`config.mk`:
```
export PLATFORM = sky130hd
export DESIGN_NAME = vram_arbiter
export DESIGN_NICKNAME = d
export VERILOG_FILES = /design/src/rtl/vram_arbiter.sv
export SDC_FILE = /design/constraint.sdc
export NUM_CORES = 1
export LEC_CHECK = 0
export BUFFER_PORTS_ARGS = -buffer_cell sky130_fd_sc_hd__buf_2
export CAP_MARGIN = 25
export CORE_MARGIN = 3
export CORE_UTILIZATION = 50
export CTS_CLUSTER_SIZE = 16
export DETAILED_ROUTE_END_ITERATION = 12
export GPL_TIMING_DRIVEN = 0
export PLACE_DENSITY_LB_ADDON = 0.3
export SLEW_MARGIN = 20
export SYNTH_ARGS = -nofsm -noshare
export SYNTH_HDL_FRONTEND = slang
export SYNTH_SLANG_ARGS = --single-unit
```
`constraint.sdc`:
```
create_clock -name clk -period 3 [get_ports clk]
set_clock_uncertainty 0.15 [all_clocks]
set_input_delay 0.75 -clock clk [delete_from_list [all_inputs] [get_ports clk]]
set_output_delay 0.75 -clock clk [all_outputs]
set_load 0.01 [all_outputs]
```
`src/rtl/vram_arbiter.sv`:
```
// vram_arbiter: shares one single-port video RAM between display scan-out
// (strict priority, fixed 3-clk read latency) and a FIFO-buffered pixel writer
// that drains on cycles the display leaves free.
// Optional feature macro: VRAM_STARVE_GUARD_EN. It adds a starve counter that
// steals one display cycle for the writer after STARVE_LIM consecutive
// full-FIFO clocks and reports the lost read on disp_miss.
module vram_arbiter #(
  parameter int AW         = 16,
  parameter int DW         = 12,
  parameter int FIFO_DEPTH = 4,
  parameter int STARVE_LIM = 64
) (
  input  logic                          clk,
  input  logic                          rst_n,
  input  logic                          disp_req,
  input  logic [AW-1:0]                 disp_addr,
  output logic [DW-1:0]                 disp_data,
  output logic                          disp_data_valid,
  output logic                          disp_miss,
  input  logic                          wr_valid,
  input  logic [AW-1:0]                 wr_addr,
  input  logic [DW-1:0]                 wr_data,
  output logic                          wr_ready,
  output logic [$clog2(FIFO_DEPTH):0]   fifo_level,
  output logic                          mem_en,
  output logic                          mem_we,
  output logic [AW-1:0]                 mem_addr,
  output logic [DW-1:0]                 mem_wdata,
  input  logic [DW-1:0]                 mem_rdata
);

  localparam int PW = $clog2(FIFO_DEPTH);
  localparam int LW = PW + 1;

  logic [AW-1:0] fifo_addr [FIFO_DEPTH];
  logic [DW-1:0] fifo_data [FIFO_DEPTH];
  logic [PW-1:0] wr_ptr;
  logic [PW-1:0] rd_ptr;
  logic [LW-1:0] level;

  logic fifo_full;
  logic fifo_empty;
  logic push;
  logic pop;
  logic steal;
  logic grant_disp;
  logic grant_wr;

  // read issued at N+1, data back from RAM at N+2
  logic rd_s2;

  assign fifo_full  = (level == LW'(FIFO_DEPTH));
  assign fifo_empty = (level == '0);
  assign wr_ready   = !fifo_full;
  assign fifo_level = level;
  assign push       = wr_valid && !fifo_full;
  assign pop        = grant_wr;

`ifdef VRAM_STARVE_GUARD_EN
  localparam int SCW = $clog2(STARVE_LIM + 1);

  logic [SCW-1:0] starve_cnt;
  logic           miss_s1;
  logic           miss_s2;

  // Counter at its limit means the FIFO was full last clk, so at most one
  // entry has left since and the FIFO cannot be empty; the empty gate is a
  // belt-and-braces guard.
  assign steal = disp_req && (starve_cnt == SCW'(STARVE_LIM)) && !fifo_empty;

  // count consecutive full-FIFO clocks, saturating; a steal restarts the count
  always_ff @(posedge clk or negedge rst_n) begin
    if (!rst_n) begin
      starve_cnt <= '0;
    end else if (!fifo_full || steal) begin
      starve_cnt <= '0;
    end else if (starve_cnt != SCW'(STARVE_LIM)) begin
      starve_cnt <= starve_cnt + 1'b1;
    end
  end

  // carry a stolen display request down the pipe so the miss lines up with N+3
  always_ff @(posedge clk or negedge rst_n) begin
    if (!rst_n) begin
      miss_s1   <= 1'b0;
      miss_s2   <= 1'b0;
      disp_miss <= 1'b0;
    end else begin
      miss_s1   <= steal;
      miss_s2   <= miss_s1;
      disp_miss <= miss_s2;
    end
  end
`else
  logic unused_starve_lim;

  assign unused_starve_lim = (STARVE_LIM > 0);
  assign steal             = 1'b0;
  assign disp_miss         = 1'b0;
`endif

  // per-clk arbitration: display first unless the guard steals the slot
  always_comb begin
    grant_disp = disp_req && !steal;
    grant_wr   = !grant_disp && !fifo_empty;
  end

  // FIFO storage; contents need no reset since level gates every read
  always_ff @(posedge clk) begin
    if (push) begin
      fifo_addr[wr_ptr] <= wr_addr;
      fifo_data[wr_ptr] <= wr_data;
    end
  end

  // FIFO pointers and occupancy; simultaneous push and pop leave level unchanged
  always_ff @(posedge clk or negedge rst_n) begin
    if (!rst_n) begin
      wr_ptr <= '0;
      rd_ptr <= '0;
      level  <= '0;
    end else begin
      if (push) wr_ptr <= wr_ptr + 1'b1;
      if (pop)  rd_ptr <= rd_ptr + 1'b1;
      if (push && !pop) begin
        level <= level + 1'b1;
      end else if (!push && pop) begin
        level <= level - 1'b1;
      end
    end
  end

  // register the granted access onto the RAM port; address/data hold when idle
  always_ff @(posedge clk or negedge rst_n) begin
    if (!rst_n) begin
      mem_en    <= 1'b0;
      mem_we    <= 1'b0;
      mem_addr  <= '0;
      mem_wdata <= '0;
    end else begin
      mem_en <= grant_disp || grant_wr;
      mem_we <= grant_wr;
      if (grant_disp) begin
        mem_addr <= disp_addr;
      end else if (grant_wr) begin
        mem_addr  <= fifo_addr[rd_ptr];
        mem_wdata <= fifo_data[rd_ptr];
      end
    end
  end

  // return read data to the display three clocks after the grant
  always_ff @(posedge clk or negedge rst_n) begin
    if (!rst_n) begin
      rd_s2           <= 1'b0;
      disp_data_valid <= 1'b0;
      disp_data       <= '0;
    end else begin
      rd_s2           <= mem_en && !mem_we;
      disp_data_valid <= rd_s2;
      if (rd_s2) disp_data <= mem_rdata;
    end
  end

endmodule

```
# Word-level counts from Yosys, hierarchy flattened
# Memories as Yosys holds them, arrays and structs flattened. A register that Yosys moved wholly into a read port is not among the register bits.
# Index checks and enable logic that the tools add are counted.
[totals]
regBits = 39
ramBits = 112
output_inout_bits = 48
n_memories = 2
[classes]
n_addsub = 4
eq_ne = 1
muxes = 6
bitwise_logic = 1
reduce_logical = 17
[memory_table]
columns = ["memory", "words", "width", "rd", "rd_clocked_by_memory_dff", "write_ports", "line", "source"]
rows = [
  ["fifo_addr", 4, 16, 1, 0, 1, "35", "logic [AW-1:0] fifo_addr [FIFO_DEPTH];"],
  ["fifo_data", 4, 12, 1, 1, 1, "36", "logic [DW-1:0] fifo_data [FIFO_DEPTH];"],
]
[ops]
columns = ["operator", "count"]
rows = [
  ["$mux W16", 2],
  ["$logic_not A1 Y1", 7],
  ["$mux W3", 2],
  ["$logic_and A1 B1 Y1", 5],
  ["$add A2 B1 Y2 const B", 2],
  ["$reduce_bool A2 Y1", 2],
  ["$add A3 B1 Y3 const B", 1],
  ["$eq A3 B3 Y1 const B", 1],
  ["$logic_not A3 Y1", 1],
  ["$sub A3 B1 Y3 const B", 1],
  ["$mux W1", 2],
  ["$reduce_and A2 Y1", 1],
  ["$logic_or A1 B1 Y1", 1],
  ["$not A1 Y1", 1],
]

# Logic depth before layout (Yosys ltp)
# Gate-level depths: netlist of the first run.
[depth]
depth_word = 7
ltp_mapped = 10
mapped_depth_nobuf = 8

# Worst setup path before layout of the first run
# OpenSTA, ideal clock, no wires.
[synth_path]
path_type = "input -> register"
from = "input port disp_req"
to = "register level[1], in the netlist fifo_level[1]"
setup_ns = 0.125
arrival_time_ns = 2.184
required_ns = 2.725
path_slack_ns = 0.542
cell_stages = 7
cell_sequence = "or2_1 -> buf_4 -> buf_2 -> ha_1 -> inv_1 -> fa_1 -> mux2_2"
[synth_via]
elab_chain_len = 5
[synth_lines]
columns = ["item", "line", "source"]
rows = [
  ["from (decl)", "15", "input logic disp_req,"],
  ["$logic_not A1 Y1 *", "105", "grant_wr = !grant_disp && !fifo_empty;"],
  ["$logic_and A1 B1 Y1 *", "105", ""],
  ["$logic_not A1 Y1", "125", "if (push && !pop) begin"],
  ["$logic_and A1 B1 Y1", "125", ""],
  ["$mux W3 or $reduce_bool A2 Y1 (tied branches)", "--", ""],
  ["to (signal assigned)", "126", "level <= level + 1'b1;"],
  ["to (signal assigned)", "128", "level <= level - 1'b1;"],
  ["to (decl)", "39", "logic [LW-1:0] level;"],
]
# Every way passes the cells marked *; elsewhere a longest branch is shown, timed or not.
# A chain may end at the register's enable or synchronous reset.

# Worst setup path in the final report of the first run
[layout_path]
from = "register level[1], in the netlist fifo_level[1]"
to = "register level[2], in the netlist fifo_level[2]"
[layout_via]
elab_chain_len = 6
[layout_lines]
columns = ["item"]
rows = [
  ["branches (longest 6 deep; another with $sub A3 B1 Y3)"],
]
# Several ways; the timed one is not identified. The select of a mux whose other input is x is not followed.

==> summary.md, run 1 <==
| Metric | Value |
|---|---|
| Post-synth net total | `361` |
| Vias post-DR | `3172` |
| Hpwl dp | `between 7000 and 8000 um` |
| Initial Util | `between 50% and 60%` |
| Hold slack | `239 ps` |
| Async S/R FF share, synth | `a little under a third` |
| FP Rows | `39` |
| Postcts setup bufs | `0` |
| Crit end category | `flip-flop` |
| Layout area overhead | `22.7%` |
| Setup CP Type | `reg2reg` |
| Setup TNS Final | `0 ps` |
| Met3 routed WL | `between 800 and 900 um` |
| Initial antenna violation count | `1` |
| Iteration count of the initial detailed-routing pass | `4` |
| ANT nets after route | `0` |
| Adder-Cell Fraction of Synth Area | `1.34%` |
| Largest net degree at the start of global routing | `52` |
| Leakage | `2.89 nW` |
| Tot Pwr | `7.32 mW` |
| Clock buffer depth | `2` |
| Max Cap Violations | `0` |
| Worst setup margin | `around 330 ps` |
| Fmax | `375 MHz` |
| Synth unique cells | `31` |
| Vias in the first global route | `3335` |
| R2R Setup Slk | `around 330 ps` |
| Placement Setup Slack | `148 ps` |
| Overflow after GRT | `0` |
| CTS root buf | `clkbuf_16` |
| Fill cells | `845` |
| CP startpoint | `fifo_level[1]` |
| Hold Crit Class | `in2async` |
| Post-synthesis mux area share | `between 10% and 20%` |
| Initial DRC Count | `167` |
| Status | `finished, final reports clean` |
| Fin area | `0.00758 mm^2` |
| Reg2Reg Depth | `10` |
| Post-Syn Area | `0.00617 mm^2` |
| Post-synth EDFFs | `112` |
| First-pass GRT wire length | `17700 um` |
| Reg2reg end | `fifo_level[2]` |
| PortBufs | `approximately 110` |
| Slew headroom | `53.2%` |
| CP endpoint | `fifo_level[2]` |
| Num CTS Buffers | `17` |
| YS warnings | `0` |
| Clk sink count | `163` |
| RR Startpoint | `fifo_level[1]` |
| Startpoint Class | `flip-flop` |
| Post-CTS sizing | `0` |
| Area of the multi-input gates | `~0.0014 mm^2` |
| PwrDens | `966 mW/mm^2` |
| Clock Latency Late Sink | `420 ps` |
| Commonest cells after routing, fill and taps aside | `buf_2 (112), edfxtp_1 (112), dfrtp_1 (51)` |
| Minimum clock period | `2670 ps` |
| Uppermost routed layer | `met5` |
| All-Layer GR Usage | `about 18%` |
| RSZ-0062 raised after global routing | `no` |
| Final setup vio count | `0` |
| Final hold violation count | `0` |
| WP data required | `3190 ps` |
| Synthesized-area fraction occupied by and/or/nand/nor cells | `about 2.8%` |
| WL met1 | `4870 um` |
| H-tree levels | `4` |
| Placed Instance Area | `0.00703 mm^2` |
| Final nets | `490` |
| Largest family of logic cells by synthesized area | `multiplexers` |
| Worst VDD drop | `0.590 mV` |
| FF+latch count, synth | `about 160` |
| Register area | `0.00464 mm^2` |
| Syn Inst Count | `roughly 300` |
| Ports | `108` |
| Die ar. | `approximately 0.014 mm^2` |
| Ratio of cells with drive above 1 in the final layout | `roughly 43%` |
| Final estimated routing congestion in global placement | `0.747` |
| Chip Width | `117 um` |
| Hold Buf Count CTS | `0` |
| Post-Route WL | `11200 um` |
| Die Y | `117 um` |
| WL/cell | `18.6 um` |
| Drt drc | `0` |
| ANT cells | `0` |
| Most common flop cell mapped by yosys | `edfxtp_1` |
| Arrival @ worst endpoint | `about 2900 ps` |
| CTS clk-pin slew, worst paths | `60 ps` |
| Core area | `0.0118 mm^2` |
| Worst-path fanout max | `10` |
| Final period util | `89.0%` |
| Sequential element share of the synthesized area | `75.2%` |
| CTS tree | `yes` |
| Met2 wire length | `~5300 um` |
| Xor and xnor area share after synthesis | `less than 1%` |
| Slew Limit Fails | `0` |
| Syn_area_per_cell | `20.9 um^2` |
| Worst Tran Pin Value | `702 ps` |
| Post-synthesis compound-gate area fraction | `3.00%` |
| DR vias/cell | `about 5.3` |
-- sequential cells by signal, summed over array words and instances, names as in the netlist, 2 cells and up --
| register | cells |
|---|---|
| wr_ptr | 2 |
| fifo_data | 48 |
| disp_data | 12 |
| mem_wdata | 12 |
| fifo_level | 3 |
| fifo_addr | 64 |
| rd_ptr | 2 |
| mem_addr | 16 |
-- metal layers --
metal | global-route usage [%] | vias up
met5 | 0 | -
met4 | 6.57 | 2
met3 | 6.17 | 11
met1 | 23.6 | 1617
li1 | - | 1425
met2 | 28.3 | 117
-- kinds of logic after synthesis --
kind of cell,after synthesis
and+or+nand+nor,28
xor gates and xnor gates,6
AOI/OAI and AO/OA,17
other,1
adders and majority gates,6
buffers and inverters,20
muxes,54
DFF,163
-- power by group --
group,total (mW),internal [mW],switching [mW]
sequential,3.29,3.05,0.239
combinational,2.03,1.03,1.01
clock,2.00,1.20,0.800
-- through the flow --
| stage | instances | util (%) |
|---|---|---|
| 2_1_floorplan | 295 | - |
| 3_3_place_gp | 565 | 58.8 |
| 3_5_place_dp | 569 | 59.8 |
| 4_1_cts | 601 | 64.4 |
| 5_1_grt | 601 | 64.4 |
| 6_report | 601 | 64.4 |
-- cells in the mapped netlist (all sizes together) (4+ instances only) --
cell type / n / area share (%)
and2: 4 / 0.41
buf: 13 / 1.4
dfrtp: 51 / 21
edfxtp: 112 / 54
ha: 5 / 1.0
inv: 6 / 0.36
mux2: 26 / 4.7
mux4: 28 / 10
nand2b: 7 / 0.71
nor2: 4 / 0.24
o221a: 14 / 2.6
or2b: 7 / 0.85
-- cell type report --
cell class	count	share of cell area, %
Multi-Input combinational cell	112	18.8
Timing Repair Buffer	110	8.49
Buffer	14	1.21
Clock buffer	19	5.71
Sequential cell	163	61.2
Clock inverter	13	1.55
Tap cell	164	2.71
Inverter	6	0.297
-- worst min path at each step --
stage | from | end | slack [ps] | cells past startpoint
finish | rst_n | mem_wdata[1] | 240 | 1
global route | rst_n | mem_wdata[1] | 280 | 1
CTS | rst_n | mem_addr[7] | 250 | 1
detailed placement | rd_s2 | disp_data_valid | 300 | 0
global placement | rd_s2 | disp_data_valid | 290 | 0
floorplan | rd_s2 | disp_data_valid | 260 | 0
-- worst max-delay path: stages (launching register included) --
cell	delay (ps)
dfrtp_1	460
nor3_1	310
or2_1	140
buf_4	170
buf_2	290
ha_1	240
inv_1	60
fa_1	370
xor2_1	150
nor2_1	120
xor2_1	140
No activity file was read; power rests on OpenSTA's default activity.
==> run 2: changes to the inputs <==
--- a/config.mk
+++ b/config.mk
@@ -8,8 +8,7 @@
 export BUFFER_PORTS_ARGS = -buffer_cell sky130_fd_sc_hd__buf_2
 export CAP_MARGIN = 25
 export CORE_MARGIN = 3
-export CORE_UTILIZATION = 50
-export CTS_CLUSTER_SIZE = 16
+export CORE_UTILIZATION = 45
 export DETAILED_ROUTE_END_ITERATION = 12
 export GPL_TIMING_DRIVEN = 0
 export PLACE_DENSITY_LB_ADDON = 0.3
==> run 2 against run 1 <==
Effect of this change:
- flip-flop and latch count did not move
- global-route usage down 1.5 points
- combinational power about the same
- hold slack worse by 8.1 ps
- die area up 11%
- non-clock buffer count did not move
- register-to-register slack lost 90 ps
- maximum frequency decreased by 3.4%
==> summary.md, run 2 (synthesis gave the netlist of run 1 again) <==
| Metric | Value |
|---|---|
| Crit end category | `flip-flop` |
| H-tree levels | `4 (unchanged)` |
| Final hold violation count | `0 (unchanged)` |
| Largest regs | `fifo_addr x64, fifo_data x48, mem_addr x16` |
| WL/cell | `18.8 um (+0.92%)` |
| Leakage | `2.90 nW (+0.31%)` |
| CP delay by family, top | `simple AND/OR/NAND/NOR gates` |
| Fmax | `362 MHz (-3.4%)` |
| Ratio of cells with drive above 1 in the final layout | `43.2% (unchanged)` |
| Slew Limit Fails | `0 (unchanged)` |
| Overflow after GRT | `0 (unchanged)` |
| RSZ-0062 raised after global routing | `no` |
| Critical-path cell list | `nor3_1 > or2_1 > buf_4 > buf_2 > ha_1 > inv_1 > fa_1 > xor2_1 > nor2_1 > xor2_1` |
| Worst Tran Pin Value | `697 ps (-4.78 ps)` |
| Final estimated routing congestion in global placement | `0.663 (-11%)` |
| WP data required | `3180 ps (about the same)` |
| Worst-path fanout max | `10 (unchanged)` |
| Worst setup margin | `236 ps (-94.5 ps)` |
| Arrival @ worst endpoint | `2940 ps (+80 ps)` |
| All-Layer GR Usage | `16.5% (-1.5 points)` |
| Post-Route WL | `11500 um (+2.9%)` |
| Post-CTS sizing | `0 (unchanged)` |
| Final nets | `490 (unchanged)` |
| First-pass GRT wire length | `17700 um (-0.50%)` |
| Max FFs per register | `64 (unchanged)` |
| Final period util | `92.1% (+3.1 points)` |
| Most frequent CP cell | `xor2_1` |
| Layout area overhead | `23.0%` |
| Status | `finished, final reports clean` |
| CP max stage delay | `460 ps (about the same)` |
| Postcts setup bufs | `0 (unchanged)` |
| Hpwl dp | `7760 um (+4.4%)` |
| PortBufs | `106 (unchanged)` |
| CTS clk-pin slew, worst paths | `60 ps (about the same)` |
| Clock buffer depth | `2 (unchanged)` |
| CTS root buf | `clkbuf_16` |
| Drt drc | `0 (unchanged)` |
| Final setup vio count | `0 (unchanged)` |
| Fin cells | `613 (+2.0%)` |
| Chip Width | `123 um (+5.1%)` |
| Slew headroom | `53.5% (+0.32 points)` |
| Crit path buffers/inverters | `3 (unchanged)` |
| Setup CP Type | `reg2reg` |
| Placement Setup Slack | `111 ps (-37.5 ps)` |
| ANT cells | `0 (unchanged)` |
| Num CTS Buffers | `17 (unchanged)` |
| PwrDens | `965 mW/mm^2 (-0.16%)` |
| Ports | `108 (unchanged)` |
| Minimum clock period | `2760 ps (+94.5 ps)` |
| Inst Count DP | `581 (+2.1%)` |
| Hold Buf Count CTS | `0 (unchanged)` |
| FP Rows | `42 (+7.7%)` |
| Initial DRC Count | `203 (+22%)` |
| Max Cap Violations | `0 (unchanged)` |
| Hold Crit Class | `in2async` |
| Vias post-DR | `3141 (-0.98%)` |
| Clock Latency Late Sink | `420 ps (about the same)` |
| Iteration count of the initial detailed-routing pass | `4 (unchanged)` |
| Vias in the first global route | `3241 (-2.8%)` |
| Core area | `0.0133 mm^2 (+14%)` |
| Initial antenna violation count | `2 (+1)` |
| Largest net degree at the start of global routing | `52 (unchanged)` |
| CTS tree | `yes` |
| Die ar. | `0.0152 mm^2 (+11%)` |
| Initial Util | `46.3% (-6.2 points)` |
| Die Y | `123 um (+5.1%)` |
| ANT nets after route | `0 (unchanged)` |
| DR vias/cell | `5.12 (-2.9%)` |
| Commonest cells after routing, fill and taps aside | `buf_2 (112), edfxtp_1 (112), dfrtp_1 (51)` |
| Critical-path top delay cell | `dfrtp_1` |
| Clk sink count | `163 (unchanged)` |
| Most flop-heavy register | `fifo_addr` |
| Startpoint Class | `flip-flop` |
| Worst VDD drop | `0.552 mV (-6.5%)` |
-- run 2: layer usage --
metal / wire, um / part of all wire, % / track usage (%)
met1: 4690 / 41 / 20.8
met5: 21 / 0.18 / 0
met4: 99 / 0.86 / 6.23
met2: 5680 / 49 / 26.4
met3: 1030 / 8.9 / 5.81
-- run 2: final cells by class --
type	instances	area, um^2
plain buffers	14	91.3
clock buffers	26	499
clock inverters	6	52.6
fillers	1059	5750
inverters	6	22.5
multi-input cells	112	1430
flip-flops and latches	163	4640
well taps	176	220
repair buffers	110	643
-- run 2: path summary, 6_finish.rpt --
path | start | to | slack (ps) | cells past startpoint
setup / recovery | fifo_level[0] | fifo_level[2] | 240 | 10
max in group asynchronous | rst_n | mem_wdata[11] | 2010 | 1
setup reg to reg | fifo_level[0] | fifo_level[2] | 240 | 10
min in group clk | rd_s2 | disp_data_valid | 300 | 0
hold reg to reg | rd_s2 | disp_data_valid | 300 | 0
hold / removal | rst_n | mem_addr[13] | 230 | 1
-- run 2: worst register-to-register path: cells and delay by family, from the launching register on --
family,cells,cell delay [ps]
xor gates and xnor gates,2,320
adders and majority gates,2,610
and+or+nand+nor,3,630
buffers and inverters,3,510
DFF,1,460
-- run 2: metrics by stage --
| step | area, um^2 | utilization [%] | hold slack, ps | TNS (ps) | total power, mW |
|---|---|---|---|---|---|
| 6_report | 7590 | 56.9 | 231 | 0 | 7.33 |
| 5_1_grt | 7590 | 56.9 | 271 | 0 | 7.74 |
| 4_1_cts | 7590 | 56.9 | 239 | 0 | 7.44 |
| 3_5_place_dp | 7040 | 52.8 | 289 | 0 | 5.44 |
| 3_3_place_gp | 6920 | 51.9 | 283 | -18650 | 5.27 |
| 2_1_floorplan | 6170 | - | 257 | 0 | 4.61 |
-- run 2: power breakdown --
part / switching [mW] / leakage [nW] / internal (mW)
Sequential: 0.248 / 1.61 / 3.05
Combinational: 1.02 / 1.01 / 1.03
Clock: 0.764 / 0.273 / 1.22
Total: 2.03 / 2.90 / 5.29
==> run 3: changes to the inputs <==
--- a/config.mk
+++ b/config.mk
@@ -7,6 +7,7 @@
 export LEC_CHECK = 0
 export BUFFER_PORTS_ARGS = -buffer_cell sky130_fd_sc_hd__buf_2
 export CAP_MARGIN = 25
+export CORE_ASPECT_RATIO = 1.2
 export CORE_MARGIN = 3
 export CORE_UTILIZATION = 45
 export DETAILED_ROUTE_END_ITERATION = 12
==> run 3 against run 2 <==
Effect of this change:
- maximum frequency up 2.1%
- power up 1.6%
- count of clock-buffer cells in the layout down 8
- critical path type unchanged
- critical endpoint unchanged
==> summary.md, run 3 (synthesis gave the netlist of run 1 again) <==
| Metric | Value |
|---|---|
| Status | `finished, final reports clean` |
| Logic pwr share | `27.4% (-0.5 points)` |
| All-Layer GR Usage | `16.8% (+0.34 points)` |
| Ratio of cells with drive above 1 in the final layout | `44.6% (+1.4 points)` |
| Final estimated routing congestion in global placement | `0.723 (+9.1%)` |
| Net Switching | `2.14 mW (+5.1%)` |
| WP data required | `3190 ps (about the same)` |
| CTS root buf | `clkbuf_16` |
| Die Y | `134 um (+9.1%)` |
| Fin area | `0.00761 mm^2 (+0.26%)` |
| Flop pwr share | `44.1% (-0.9 points)` |
| ANT nets after route | `0 (unchanged)` |
| Arrival @ worst endpoint | `2890 ps (-50 ps)` |
| Switching Fraction | `28.7% (+0.95 points)` |
| Clk sink count | `163 (unchanged)` |
| Clock buffer depth | `2 (unchanged)` |
| Die ar. | `0.0152 mm^2 (about the same)` |
| RSZ-0062 raised after global routing | `no` |
| Crit end category | `flip-flop` |
| Cell Int Power | `5.31 mW (+0.30%)` |
| Ports | `108 (unchanged)` |
| ANT cells | `0 (unchanged)` |
| Iteration count of the initial detailed-routing pass | `4 (unchanged)` |
| Clock Latency Late Sink | `420 ps (about the same)` |
| CTS tree | `yes` |
| Largest regs | `fifo_addr x64, fifo_data x48, mem_addr x16` |
| Area of the multi-input gates | `0.00143 mm^2 (unchanged)` |
| Hpwl dp | `7840 um (+0.97%)` |
| Postcts setup bufs | `0 (unchanged)` |
| Uppermost routed layer | `met4` |
| Met2 wire length | `5880 um (+3.5%)` |
| Met3 routed WL | `819 um (-20%)` |
| Initial DRC Count | `146 (-28%)` |
| Setup CP Type | `reg2reg` |
| Drt drc | `0 (unchanged)` |
| Fmax | `370 MHz (+2.1%)` |
| Fill cells | `1028 (-2.9%)` |
| Slew Limit Fails | `0 (unchanged)` |
| Final nets | `490 (unchanged)` |
| DR vias/cell | `5.19 (+1.2%)` |
| Startpoint Class | `flip-flop` |
| Hold slack | `225 ps (-5.66 ps)` |
| Leakage | `2.90 nW (about the same)` |
| Vias in the first global route | `3474 (+7.2%)` |
| Post-layout util | `57.3% (+0.38 points)` |
| Chip Width | `113 um (-8.3%)` |
| PortBufs | `106 (unchanged)` |
| First-pass GRT wire length | `18600 um (+5.5%)` |
| Register area | `0.00464 mm^2 (unchanged)` |
| Final hold violation count | `0 (unchanged)` |
| Fin cells | `605 (-1.3%)` |
| Post-CTS sizing | `0 (unchanged)` |
| Worst-path fanout max | `10 (unchanged)` |
| Initial Util | `46.4% (+0.18 points)` |
| H-tree levels | `4 (unchanged)` |
| Max FFs per register | `64 (unchanged)` |
| Hold Crit Class | `in2async` |
| Largest net degree at the start of global routing | `52 (unchanged)` |
| Inst Count DP | `573 (-1.4%)` |
| Overflow after GRT | `0 (unchanged)` |
| Core area | `0.0133 mm^2 (-0.39%)` |
| Commonest cells after routing, fill and taps aside | `buf_2 (112), edfxtp_1 (112), dfrtp_1 (51)` |
| Minimum clock period | `2710 ps (-58.0 ps)` |
| Slew headroom | `52.8% (-0.72 points)` |
| Clock power frac | `28.4% (+1.3 points)` |
| PwrDens | `978 mW/mm^2 (+1.4%)` |
| Hold Buf Count CTS | `0 (unchanged)` |
| Most flop-heavy register | `fifo_addr` |
| FP Rows | `46 (+9.5%)` |
| Post-Route WL | `11700 um (+1.4%)` |
| WL met1 | `4760 um (+1.6%)` |
| Placed Instance Area | `0.00703 mm^2 (-0.14%)` |
| WL/cell | `19.3 um (+2.7%)` |
| CTS clk-pin slew, worst paths | `60 ps (about the same)` |
| Vias post-DR | `3138 (-0.096%)` |
| Initial antenna violation count | `0 (-2)` |
| Worst Tran Pin Value | `708 ps (+10.8 ps)` |
| Worst VDD drop | `0.510 mV (-7.6%)` |
| Final setup vio count | `0 (unchanged)` |
| Final period util | `90.2% (-1.9 points)` |
| Num CTS Buffers | `17 (unchanged)` |
| Max Cap Violations | `0 (unchanged)` |
| Layout area overhead | `23.3%` |
run 3: cell count changes in the layout (fill, tap and decap cells not counted), sizes merged:
cell,delta
bufinv,+1
clkbuf,-8
clkinv,-2
clkinvlp,+4
inv,+5
run 3: worst paths after layout:
kind | from | endpoint | slack [ps] | depth (start not counted)
worst min-delay path | rst_n | mem_addr[11] | 230 | 1
worst max register to register | fifo_level[0] | fifo_level[2] | 290 | 10
min in group clk | mem_we | rd_s2 | 280 | 1
worst max-delay path | fifo_level[0] | fifo_level[2] | 290 | 10
max in group asynchronous | rst_n | mem_addr[2] | 2000 | 1
worst min register to register | mem_we | rd_s2 | 280 | 1
run 3: area by class of cell:
type	count	share of cell area, %
plain buffers	14	1.20
clock buffers	18	5.64
clock inverters	14	2.00
inverters	6	0.296
multi-input cells	112	18.7
flip-flops and latches	163	60.9
well taps	168	2.76
repair buffers	110	8.45
run 3: critical path, stage by stage (launching register included):
cell	delay, ps
dfrtp_1	460
nor3_1	320
or2_1	150
buf_4	170
buf_2	290
ha_1	230
inv_1	60
fa_1	370
xor2_1	150
nor2_1	120
xor2_1	160
run 3: metrics by stage:
| stage | setup WS [ps] | setup TNS, ps | power, mW |
|---|---|---|---|
| floorplan | 542 | 0 | 4.61 |
| finish | 294 | 0 | 7.45 |
| CTS | 225 | 0 | 7.57 |
| global placement | -181 | -19570 | 5.27 |
| global route | 28.1 | 0 | 7.86 |
| detailed placement | 70.8 | 0 | 5.44 |
run 3: power groups by stage:
stage / clock (mW) / sequential (mW) / combinational, mW
finish: 2.12 / 3.29 / 2.04
global route: 2.27 / 3.35 / 2.24
CTS: 2.16 / 3.30 / 2.11
detailed placement: 0 / 3.34 / 2.10
global placement: 0 / 3.32 / 1.95
floorplan: 0 / 3.42 / 1.19
run 3: routing by layer:
metal	vias up	GRT usage, %
met4	0	6.88
li1	1425	-
met3	18	5.64
met2	111	28.0
met1	1584	20.1
met5	-	0
